File: src/rtl/channel_acc_ctrl_pkg.sv
// Shared constants and state encoding for the
// partial-sum accumulation controller.
package channel_acc_ctrl_pkg;

  localparam int ACC_LATENCY_DEF = 6;
  localparam int ADDR_WIDTH_DEF  = 10;
  localparam int TILE_WIDTH_DEF  = 8;

  typedef enum logic [2:0] {
    S_IDLE  = 3'd0,
    S_RUN   = 3'd1,
    S_HOLD  = 3'd2,
    S_DRAIN = 3'd3,
    S_DONE  = 3'd4
  } state_t;

endpackage

File: src/rtl/channel_acc_ctrl_tag.sv
// Valid+tag delay line matching the adder pipeline latency.
// Invalid slots carry a zero tag so write outputs idle at 0.
module acc_tag_pipe #(
  parameter int DEPTH = 6,
  parameter int WIDTH = 11
) (
  input  logic             clk,
  input  logic             rst,
  input  logic             push,
  input  logic [WIDTH-1:0] tag_in,
  output logic             out_valid,
  output logic [WIDTH-1:0] out_tag,
  output logic             empty
);

  logic [DEPTH-1:0] vld;
  logic [WIDTH-1:0] tag [DEPTH];

  // Shift every beat one stage toward the write port
  always_ff @(posedge clk) begin
    if (rst) begin
      vld <= '0;
      for (int i = 0; i < DEPTH; i++) tag[i] <= '0;
    end else begin
      vld    <= {vld[DEPTH-2:0], push};
      tag[0] <= push ? tag_in : '0;
      for (int i = 1; i < DEPTH; i++) tag[i] <= tag[i-1];
    end
  end

  assign out_valid = vld[DEPTH-1];
  assign out_tag   = tag[DEPTH-1];
  // Nothing in flight behind the beat now retiring,
  // so the line is clear from the next cycle on.
  assign empty     = ~|vld[DEPTH-2:0];

endmodule

File: src/rtl/channel_acc_ctrl.sv
// Sequencer for input-channel partial-sum accumulation:
// read/write strobes, first-pass select, final flag.
module channel_acc_ctrl
  import channel_acc_ctrl_pkg::*;
#(
  parameter int ACC_LATENCY = ACC_LATENCY_DEF,
  parameter int ADDR_WIDTH  = ADDR_WIDTH_DEF,
  parameter int TILE_WIDTH  = TILE_WIDTH_DEF
) (
  input  logic                  clk,
  input  logic                  rst,
  input  logic                  start,
  input  logic [TILE_WIDTH-1:0] cfg_tiles,
  input  logic [ADDR_WIDTH:0]   cfg_pixels,
  input  logic                  in_valid,
  output logic                  in_ready,
  output logic                  psum_rd_en,
  output logic [ADDR_WIDTH-1:0] psum_rd_addr,
  output logic                  acc_first,
  output logic                  psum_wr_en,
  output logic [ADDR_WIDTH-1:0] psum_wr_addr,
  output logic                  result_valid,
  output logic                  busy,
  output logic                  done
);

  state_t                state, state_nx;
  logic [ADDR_WIDTH-1:0] pixel;
  logic [TILE_WIDTH-1:0] tile;
  logic [TILE_WIDTH-1:0] tiles_q;
  logic [ADDR_WIDTH:0]   pixels_q;
  logic                  hs, pix_end, tile_end;
  logic                  short_grp, cfg_zero;
  logic                  pipe_empty, wr_vld;
  logic [ADDR_WIDTH:0]   wr_tag;

  assign hs        = in_valid & in_ready;
  assign pix_end   = {1'b0, pixel} ==
                     pixels_q - (ADDR_WIDTH+1)'(1);
  assign tile_end  = tile == tiles_q - TILE_WIDTH'(1);
  assign short_grp = pixels_q <=
                     (ADDR_WIDTH+1)'(ACC_LATENCY);
  assign cfg_zero  = (cfg_tiles == '0) ||
                     (cfg_pixels == '0);

  // State register
  always_ff @(posedge clk) begin
    if (rst) state <= S_IDLE;
    else     state <= state_nx;
  end

  // Next-state logic
  always_comb begin
    state_nx = state;
    unique case (state)
      S_IDLE:
        if (start) state_nx = cfg_zero ? S_DONE : S_RUN;
      S_RUN:
        if (hs && pix_end) begin
          if (tile_end)       state_nx = S_DRAIN;
          else if (short_grp) state_nx = S_HOLD;
        end
      S_HOLD:
        if (pipe_empty) state_nx = S_RUN;
      S_DRAIN:
        if (pipe_empty) state_nx = S_DONE;
      S_DONE:
        state_nx = S_IDLE;
      default:
        state_nx = S_IDLE;
    endcase
  end

  // State-decoded outputs
  always_comb begin
    in_ready = 1'b0;
    busy     = 1'b1;
    done     = 1'b0;
    unique case (state)
      S_IDLE:  busy     = 1'b0;
      S_RUN:   in_ready = 1'b1;
      S_DONE:  done     = 1'b1;
      default: ;
    endcase
  end

  // Config latch and pixel/tile walk
  always_ff @(posedge clk) begin
    if (rst) begin
      pixel    <= '0;
      tile     <= '0;
      tiles_q  <= '0;
      pixels_q <= '0;
    end else if (state == S_IDLE && start) begin
      pixel    <= '0;
      tile     <= '0;
      tiles_q  <= cfg_tiles;
      pixels_q <= cfg_pixels;
    end else if (hs) begin
      if (pix_end) begin
        pixel <= '0;
        tile  <= tile + TILE_WIDTH'(1);
      end else begin
        pixel <= pixel + ADDR_WIDTH'(1);
      end
    end
  end

  assign psum_rd_en   = hs;
  assign psum_rd_addr = pixel;
  assign acc_first    = hs & (tile == '0);

  acc_tag_pipe #(
    .DEPTH (ACC_LATENCY),
    .WIDTH (ADDR_WIDTH + 1)
  ) u_pipe (
    .clk       (clk),
    .rst       (rst),
    .push      (hs),
    .tag_in    ({tile_end, pixel}),
    .out_valid (wr_vld),
    .out_tag   (wr_tag),
    .empty     (pipe_empty)
  );

  assign psum_wr_en   = wr_vld;
  assign psum_wr_addr = wr_tag[ADDR_WIDTH-1:0];
  assign result_valid = wr_vld & wr_tag[ADDR_WIDTH];

endmodule

File: config.mk
export PLATFORM = sky130hd
export DESIGN_NAME = channel_acc_ctrl
export DESIGN_NICKNAME = d
export VERILOG_FILES = /design/src/rtl/channel_acc_ctrl_pkg.sv /design/src/rtl/channel_acc_ctrl_tag.sv /design/src/rtl/channel_acc_ctrl.sv
export SDC_FILE = /design/constraint.sdc
export NUM_CORES = 1
export LEC_CHECK = 0
export ABC_CLOCK_PERIOD_IN_PS = 5740
export CORE_MARGIN = 2
export CORE_UTILIZATION = 60
export DETAILED_ROUTE_END_ITERATION = 8
export GPL_ROUTABILITY_DRIVEN = 0
export HOLD_SLACK_MARGIN = 0.05
export PLACE_DENSITY = 0.87
export SLEW_MARGIN = 20
export SYNTH_ARGS = -nofsm -noshare
export SYNTH_HDL_FRONTEND = slang
export SYNTH_SLANG_ARGS = --single-unit
File: constraint.sdc
create_clock -name clk -period 5.74 [get_ports clk]
set_input_delay 1.148 -clock clk [delete_from_list [all_inputs] [get_ports clk]]
set_output_delay 1.148 -clock clk [all_outputs]
set_load 0.02 [all_outputs]
==> results.md <==
* Setup Crit Path Kind: input pin to primary output
* Main synth FF type: dfxtp_1
* Peak fanout along the critical path at 8
* Die Wd at 90.0 um
* Endpoints failing setup at 0
* Most common cell in the netlist: dfxtp_1
* Status: finished clean
* Crit. End Element: primary output
* CP Buf/Inv Count at 3
* TritonCTS clock tree: done
* Total GRT Usage at 20.5%
* Clk pin slew, worst setup/hold paths at 0.11 ns
* Distinct cells, synth at 50
* Vias per cell at 5.30
* Post-place instance area at 4870 um2
* Worst hold path endpoint: u_pipe.tag[0][21]$_SDFF_PP0_
* DP Cell Count at 592
* Fill cells at 551
* FF-to-FF End: tile[6]$_SDFFE_PP0P_
* Syn Inst Count at 478
* Min-delay src: u_pipe.tag[0][10]$_SDFF_PP0_
* Clk_lat worst skew at 0.37 ns
* Setup bufs post-CTS at 0
* Die height at 90.0 um
* Synthesized cell area at 4430 um2
* Worst Hold Depth at 1
* WP data required at 4.59 ns
* Worst-case clock buffer depth at 2
* Post-cts gate resize count at 0
* Final worst-path cycle share at 73.3%
* Reg2reg start: pixels_q[0]$_SDFFE_PP0P_
* Inserted Diodes at 0
* Fmax at 238 MHz
* Row cnt at 31
* Top post-synthesis cells by area: dfxtp_1 51%, nor2b_1 8.6%, nand2_1 4.5%
* Root buf cell: clkbuf_8
* Layout cells sized above 1 at 5.11%
* Post-Route WL at 7910 um
* Sequential area share after synthesis at 50.6%
* Vias at 3,220
* Inserted Clock Buffers at 9
* CP peak stage delay at 0.61 ns
* Vias in the first global route at 3,002
* Total core area at 7210 um2
* Hold Vio Cnt, Final at 0
* Die area at 8090 um2
* Max Slew Vio Count at 0
* Starting Density at 61.5%
* Routed length per instance at 13.0 um
* Post-synth top area cell: dfxtp_1
* Startpoint types: input pin
* Dpl hpwl at 5530 um
* Number of synthesized flops with an enable pin at 0
* H-tree levels at 3
* ANT nets after route at 0
* Setup TNS at 0 ns
* Final Skew at 0.00820 ns
* Worst R2R Path Depth at 9
* Syn nets at 507
* Utilization after layout at 70.4%
* DRC viols at 0
* Critical path, cell by cell: clkdlybuf4s50_1, nand4bb_1, clkinv_1, and3_1, clkdlybuf4s50_1
* Post-synth top area share at 50.6%
* Final std cells w/o fill at 608
* Commonest cells post-synth: 112 x dfxtp_1, 61 x nor2b_1, 53 x nand2_1, 33 x a21oi_1, 24 x nor2_1
* Fin crit period at 4.21 ns
* Worst vdd ir at 194 uV
* Initial antenna violation count at 0
* FFs w/ async S/R, synth at 0%
* CP dominant cell by count: clkdlybuf4s50_1
* RSZ-0062 raised after global routing: false
* GRT Residual Overflow at 0
* PD cells at 316 nW/um2
* Slew HR at 45.6%
* CP max-delay cell: clkdlybuf4s50_1
* Largest net degree at the start of global routing at 89
* Final std cell area, no fill at 5080 um2
* Hold Path Class: flop to flop
* Ys Warns at 0
* Delay-heaviest family, CP: buffers and inverters
* R2R setup slack at 2.64 ns
* Max_cap viols at 0
* Least-Margin Pin Slew at 0.815 ns
* Area grow syn2layout at 14.6%
* Drt first pass iters at 5
* Leakage at 1.89 nW
* First-pass GRT wire length at 13,400 um
* Cts hold-fix bufs at 0
* NumNets Final at 533
* Clock Sinks at 112
* Synth Register Bits at 112
* PortBufs at 49
* Syn_area_per_cell at 9.28 um2
* Arrival time worst endpoint at 3.06 ns
* Initial DRC Count at 154
* Ports at 50
-- metrics by stage --
| step | power, mW | hold slack [ns] | setup slack (ns) |
|---|---|---|---|
| 3_5_place_dp | 1.15 | 0.420 | 1.56 |
| 3_3_place_gp | 1.14 | 0.416 | 1.64 |
| 5_1_grt | 1.69 | 0.457 | 1.47 |
| 4_1_cts | 1.62 | 0.436 | 1.56 |
| 6_report | 1.61 | 0.435 | 1.53 |
| 2_1_floorplan | 1.07 | 0.414 | 2.56 |
-- sequential cells by signal, indices dropped and copies added (netlist names) --
signal and count:
u_pipe.vld 6, pixels_q 11, psum_rd_addr 10, tiles_q 8, u_pipe.tag 66, state 3
tile 8
-- cell type report --
cell class                 instances  area (um2)  area share (%)
clock inverter                     7        88.8            1.75
clock buffer                       9         124            2.44
timing repair buffer              50         493            9.70
multi-input combinational        320        1970            38.7
tap                               99         124            2.44
inverter                          11        41.3           0.813
sequential                       112        2240            44.1
-- worst register-to-register path, stage by stage, from the launching register on --
cell and delay (ns):
dfxtp_1 0.39, inv_1 0.10, ha_1 0.27, nor3b_1 0.56, and3_1 0.25, o21bai_1 0.11, a2111oi_4 0.47, nand3_2 0.19
or4_1 0.51, a21oi_1 0.18
-- where the power goes --
part	switching [mW]	total, mW	internal [mW]	leakage, nW
registers	0.0387	0.840	0.801	0.905
clock network	0.291	0.471	0.180	0.107
logic	0.169	0.297	0.128	0.878
total	0.498	1.61	1.11	1.89
-- kinds of logic (layout without fill, tap and decap cells) --
| family | count (synthesis) | count (layout) | synth area share (%) |
|---|---|---|---|
| and+or+nand+nor | 222 | 222 | 27.6 |
| xor gates and xnor gates | 33 | 33 | 6.52 |
| buffers and inverters | 46 | 77 | 5.08 |
| DFF | 112 | 112 | 50.6 |
| AOI/OAI and AO/OA | 57 | 57 | 8.07 |
| muxes | 2 | 2 | 0.451 |
| adders and majority gates | 6 | 6 | 1.69 |
-- routing by layer --
| layer | track usage (%) | wire length (um) | vias up |
|---|---|---|---|
| met3 | 5.62 | 397 | 15 |
| met4 | 7.31 | 161 | 0 |
| met5 | 0 | 0 | - |
| met1 | 24.3 | 3450 | 1487 |
| met2 | 35.6 | 3910 | 80 |
| li1 | - | - | 1638 |
-- placed cells by master (no fill, tap or decap), drive strengths merged, types with 2 or more instances in the layout --
cell,synthesis,routed
or3,4,4
nor3,11,11
dfxtp,112,112
a211oi,2,2
nand2,53,53
o31ai,3,3
and3b,2,2
o21ai,6,6
and3,8,8
or4,6,6
mux2i,2,2
buf,17,2
a21oi,33,33
nor2b,61,61
nand4,8,8
clkinv,1,3
clkdlybuf4s50,0,48
nor4b,2,2
a31oi,2,2
ha,6,6
and2,14,14
xor2,16,16
nor4,12,12
nor3b,2,2
o21bai,2,2
nand2b,4,4
nand3,8,8
inv,10,15
nor2,24,24
o211ai,3,3
xnor2,17,17
clkbuf,18,9
-- worst max-delay path by stage --
stage,start,end,cells after the start
2_1_floorplan,in_valid,acc_first,4
3_3_place_gp,in_valid,acc_first,5
3_5_place_dp,in_valid,acc_first,5
4_1_cts,in_valid,acc_first,5
5_1_grt,in_valid,acc_first,5
6_report,in_valid,acc_first,5
No activity file was read; power rests on OpenSTA's default activity.
==> RTL change 1 (same settings) <==
The 5 states of `state_t` get a Gray code encoding in 3 bits.
--- a/src/rtl/channel_acc_ctrl_pkg.sv
+++ b/src/rtl/channel_acc_ctrl_pkg.sv
@@ -9,7 +9,7 @@
   typedef enum logic [2:0] {
-    S_IDLE  = 3'd0,
-    S_RUN   = 3'd1,
-    S_HOLD  = 3'd2,
-    S_DRAIN = 3'd3,
-    S_DONE  = 3'd4
+    S_IDLE  = 3'b000,
+    S_RUN   = 3'b001,
+    S_HOLD  = 3'b011,
+    S_DRAIN = 3'b010,
+    S_DONE  = 3'b110
   } state_t;
Behaviour: same outputs for any inputs over 10 cycles, from zero or initial values and one cycle with rst high; not proved beyond that.
==> RTL change 1 against the original RTL <==
Via count rose by 0.99%. Synthesized cell count shrank 1.0%. Synthesized area decreased by 0.28%. Die area shrank 0.27%. Cell area fell by 0.57%. Clock skew shrank 0.00072 ns. Wire length rose by 2.9%. Total power increased by 7.4%. Critical path depth is the same. Sequential cell count stayed put. Setup slack better by 0.28 ns. Cell count down 0.33%. Highest routed layer unchanged.
==> RTL change 1: results (changes against the original RTL) <==
* Most instantiated cells after synthesis: 112 x dfxtp_1, 61 x nor2b_1, 57 x nand2_1, 29 x a21oi_1, 20 x nor2_1
* Post-synthesis mux area share at 0.0158 (+0.0113)
* Largest net degree at the start of global routing at 57 (-36%)
* Post-Route WL at 8140 um (+2.9%)
* Max FFs per register at 66 (unchanged)
* Final Skew at 0.00748 ns (-0.000721 ns)
* Sequential-to-total area share from yosys stat at 0.507 (+0.00143)
* DPL Wire Length at 5730 um (+3.5%)
* Fill count at 543 (-1.5%)
* Max Fanout on Critical Path at 9 (+1)
* First-pass GRT wire length at 13800 um (+2.4%)
* Layout cells sized above 1 at 0.0552 (+0.00415)
* Worst reg2reg path endpoint: tile[2]
* Synth area leaders: dfxtp_1 51%, nor2b_1 8.6%, nand2_1 4.8%
* Peak VDD IR at 169 uV (-13%)
* Post-Synth XOR/XNOR Area at 0.0594 (-0.00576)
* Most flop-heavy register: u_pipe.tag
* Total Routing Usage GR at 0.209 (+0.00414)
* R2R setup slack at 3.10 ns (+0.46 ns)
* Mapped Nets at 502 (-0.99%)
* Initial DRC Count at 141 (-8.4%)
* Leak at 1.97 nW (+4.2%)
* Post-synth ARST share at 0 (unchanged)
* Hold_sp: u_pipe.tag[0][11]
* Vias per Instance at 5.37 (+1.3%)
* Hold EP: u_pipe.tag[0][22]
* Synth Area in Compound Gates at 0.0792 (-0.00147)
* Adder-Cell Fraction of Synth Area at 0.0170 (+0.0000479)
* R2R depth at 9 (unchanged)
* Placed cell areas at 4860 um^2 (-0.21%)
* Slowest CP cell: clkdlybuf4s50_1
* Synth cell types at 52 (+4.0%)
* Outcome: finished clean
* # nets final at 531 (-0.38%)
* Vias in the first global route at 2937 (-2.2%)
* Worst Tran Pin Value at 0.634 ns (-0.181 ns)
* CTS max path bufs at 2 (unchanged)
* Die Wd at 89.8 um (-0.13%)
* TritonRoute pass-1 iters at 4 (-1)
* Crit-path max cell delay at 0.53 ns (-0.08 ns)
* Data arrival, critical path at 2.78 ns (-0.28 ns)
* Post-CTS Setup Bufs at 0 (unchanged)
-- RTL change 1: how the worst max path moves through the flow --
stage,start,endpoint,slack (ns),cells after the start
floorplan,in_valid,acc_first,2.75,3
global placement,in_valid,acc_first,1.83,5
detailed placement,in_valid,acc_first,1.83,5
CTS,in_valid,acc_first,1.82,5
global route,in_valid,acc_first,1.76,5
finish,in_valid,acc_first,1.81,5
-- RTL change 1: layout make-up --
class / count / share of cell area
well taps: 99 / 0.0245
clock inverters: 7 / 0.0139
flip-flops and latches: 112 / 0.444
multi-input cells: 319 / 0.387
clock buffers: 9 / 0.0245
inverters: 9 / 0.00669
repair buffers: 51 / 0.0991
-- RTL change 1: through the flow --
step	total power, W	cells	hold slack [ns]	worst slack, ns	util
after detailed placement	0.00129	590	0.420	1.83	0.677
final	0.00173	606	0.441	1.81	0.704
after global routing	0.00182	606	0.459	1.76	0.704
after global placement	0.00126	590	0.417	1.83	0.677
after CTS	0.00173	606	0.443	1.82	0.704
after floorplan	0.00117	473	0.414	2.75	-
-- RTL change 1: kinds of logic (layout without fill, tap and decap cells) --
kind of cell               Yosys count  count (layout)
and+or+nand+nor                    220             220
buffers and inverters               42              76
xor gates and xnor gates            30              30
muxes                                7               7
adders and majority gates            6               6
AOI/OAI and AO/OA                   56              56
DFF                                112             112
-- RTL change 1: routing by layer --
metal / global-route usage / part of all wire / vias to the layer above
met4: 0.0897 / 0.027 / 0
met5: 0 / 0 / -
met1: 0.266 / 0.44 / 1514
li1: - / - / 1627
met3: 0.0536 / 0.053 / 15
met2: 0.338 / 0.48 / 96
-- RTL change 1: power by group --
part	switching, W	internal (W)	leakage (nW)
combinational	0.000239	0.000175	0.963
clock	0.000280	0.000171	0.101
sequential	0.0000507	0.000811	0.905
total	0.000570	0.00116	1.97
==> RTL change 2 (same settings) <==
Without the edit above. Change the package constant `TILE_WIDTH_DEF` from 8 to 10.
--- a/src/rtl/channel_acc_ctrl_pkg.sv
+++ b/src/rtl/channel_acc_ctrl_pkg.sv
@@ -6,3 +6,3 @@
   localparam int ADDR_WIDTH_DEF  = 10;
-  localparam int TILE_WIDTH_DEF  = 8;
+  localparam int TILE_WIDTH_DEF  = 10;
 
Interface: changed (resized cfg_tiles); port bits go from 50 to 52. No check against the original RTL was run, so the function may have changed too.
==> RTL change 2 against the original RTL <==
Largest cell class unchanged. Cell area grew 10%. Highest routed layer unchanged. Critical path type unchanged. Total power rose by 25%. Combinational power decreased by 49%. Largest power group is now clock. Critical endpoint unchanged. Die area up 2.2%. Synthesized area increased by 2.3%. Utilization is 6.4 points higher. Global-route usage up 3.0 points. Sequential share of layout area down 2.7 points. Wire length rose by 13%. Sequential cell count rose by 4. Setup slack got worse by 0.17 ns. Critical path depth unchanged. Clock skew shrank 0.0026 ns.
==> RTL change 2: results (changes against the original RTL) <==
* Outcome: finished clean
* Worst Tran Pin Value at 0.797 ns (-0.0185 ns)
* Data arrival, critical path at 3.23 ns (+0.17 ns)
* Post-layout util at 0.768 (+0.0642)
* Most instantiated cells after synthesis: 116 x dfxtp_1, 66 x nor2b_1, 54 x nand2_1, 36 x a21oi_1
* Clock buffers created by TritonCTS at 17 (+8)
* Placed cell areas at 5010 um^2 (+3.0%)
* Max Fanout on Critical Path at 10 (+2)
* First-pass GRT wire length at 15400 um (+15%)
* Power Internal at 0.00153 W (+38%)
* Sequential-to-total area share from yosys stat at 0.512 (+0.00607)
* Largest net degree at the start of global routing at 88 (-1.1%)
* Final Skew at 0.00558 ns (-0.00262 ns)
* Initial DRC Count at 157 (+1.9%)
* Pre-CTS WS at 1.32 ns (-0.240 ns)
* Crit-path max cell delay at 0.67 ns (+0.06 ns)
* Leak at 2.15 nW (+14%)
* Dominant synthesized flop cell: dfxtp_1
* DPL Wire Length at 5790 um (+4.6%)
* Clock transition at the registers of the reported paths at 0.06 ns (-0.05 ns)
* TritonRoute pass-1 iters at 4 (-1)
* Total Routing Usage GR at 0.235 (+0.0301)
* Port Buffers at 51 (+4.1%)
* Fill count at 508 (-7.8%)
* Peak VDD IR at 274 uV (+41%)
* Layout cells sized above 1 at 0.0762 (+0.0251)
* Vias in the first global route at 3401 (+13%)
* Mapped Nets at 517 (+2.0%)
* Wirelength per Cell at 14.0 um (+7.9%)
* Synth area leaders: dfxtp_1 51%, nor2b_1 9.1%, nand2_1 4.5%
RTL change 2: cell types whose count changed after synthesis, sizes merged, moves of 4 or more:
cell | before | now
dfxtp | 112 | 116
xnor2 | 17 | 13
o31ai | 3 | 11
nor2b | 61 | 66
buf | 17 | 13
nor2 | 24 | 20
RTL change 2: layout make-up:
cell class                      instances  area, um^2  share of cell area
Inverter                               12        45.0             0.00804
Clock inverter                         13         150              0.0268
Sequential cell                       116        2320               0.414
Tap cell                               99         124              0.0221
Clock buffer                           19         442              0.0788
Multi-Input combinational cell        325        2000               0.357
Timing Repair Buffer                   53         520              0.0929
RTL change 2: worst reg2reg max path: cells and delay by family, from the launching register on:
| kind | cells | cell delay, ns |
|---|---|---|
| compound gates | 2 | 0.30 |
| simple gates | 5 | 1.76 |
| flops | 1 | 0.43 |
| buf+inv | 1 | 0.23 |
RTL change 2: metrics by stage:
step | hold WS (ns) | cells
final | 0.430 | 637
after global routing | 0.447 | 637
after CTS | 0.435 | 637
after detailed placement | 0.420 | 605
after global placement | 0.416 | 605
after floorplan | 0.414 | 486
RTL change 2: power by group through the flow:
stage	Combinational (W)	Sequential (W)	Clock, W
2_1_floorplan	0.000105	0.000847	0
3_3_place_gp	0.000141	0.000851	0
3_5_place_dp	0.000147	0.000852	0
4_1_cts	0.000150	0.000835	0.00103
5_1_grt	0.000167	0.000838	0.00107
6_report	0.000151	0.000836	0.00102
RTL change 2: final timing paths:
path / from / to / slack (ns) / cells after the start
max: in_valid / acc_first / 1.36 / 5
min: u_pipe.tag[0][2] / u_pipe.tag[0][13] / 0.43 / 1
min reg2reg: u_pipe.tag[0][2] / u_pipe.tag[0][13] / 0.43 / 1
max reg2reg: state[0] / tile[9] / 2.94 / 8
RTL change 2: kinds of logic after synthesis:
family	after synthesis	share of synthesized area
simple gates	217	0.265
buf+inv	45	0.0477
xor+xnor	29	0.0560
fa+ha+maj	6	0.0165
mux	3	0.00689
compound gates	70	0.0959
flops	116	0.512
RTL change 2: metal layers:
metal,routed length [um],up-vias,share of wire,track usage
met5,0,-,0,0
met4,213,0,0.024,0.110
met3,505,24,0.056,0.0680
met2,4460,110,0.50,0.402
met1,3760,1598,0.42,0.269
li1,-,1723,-,-
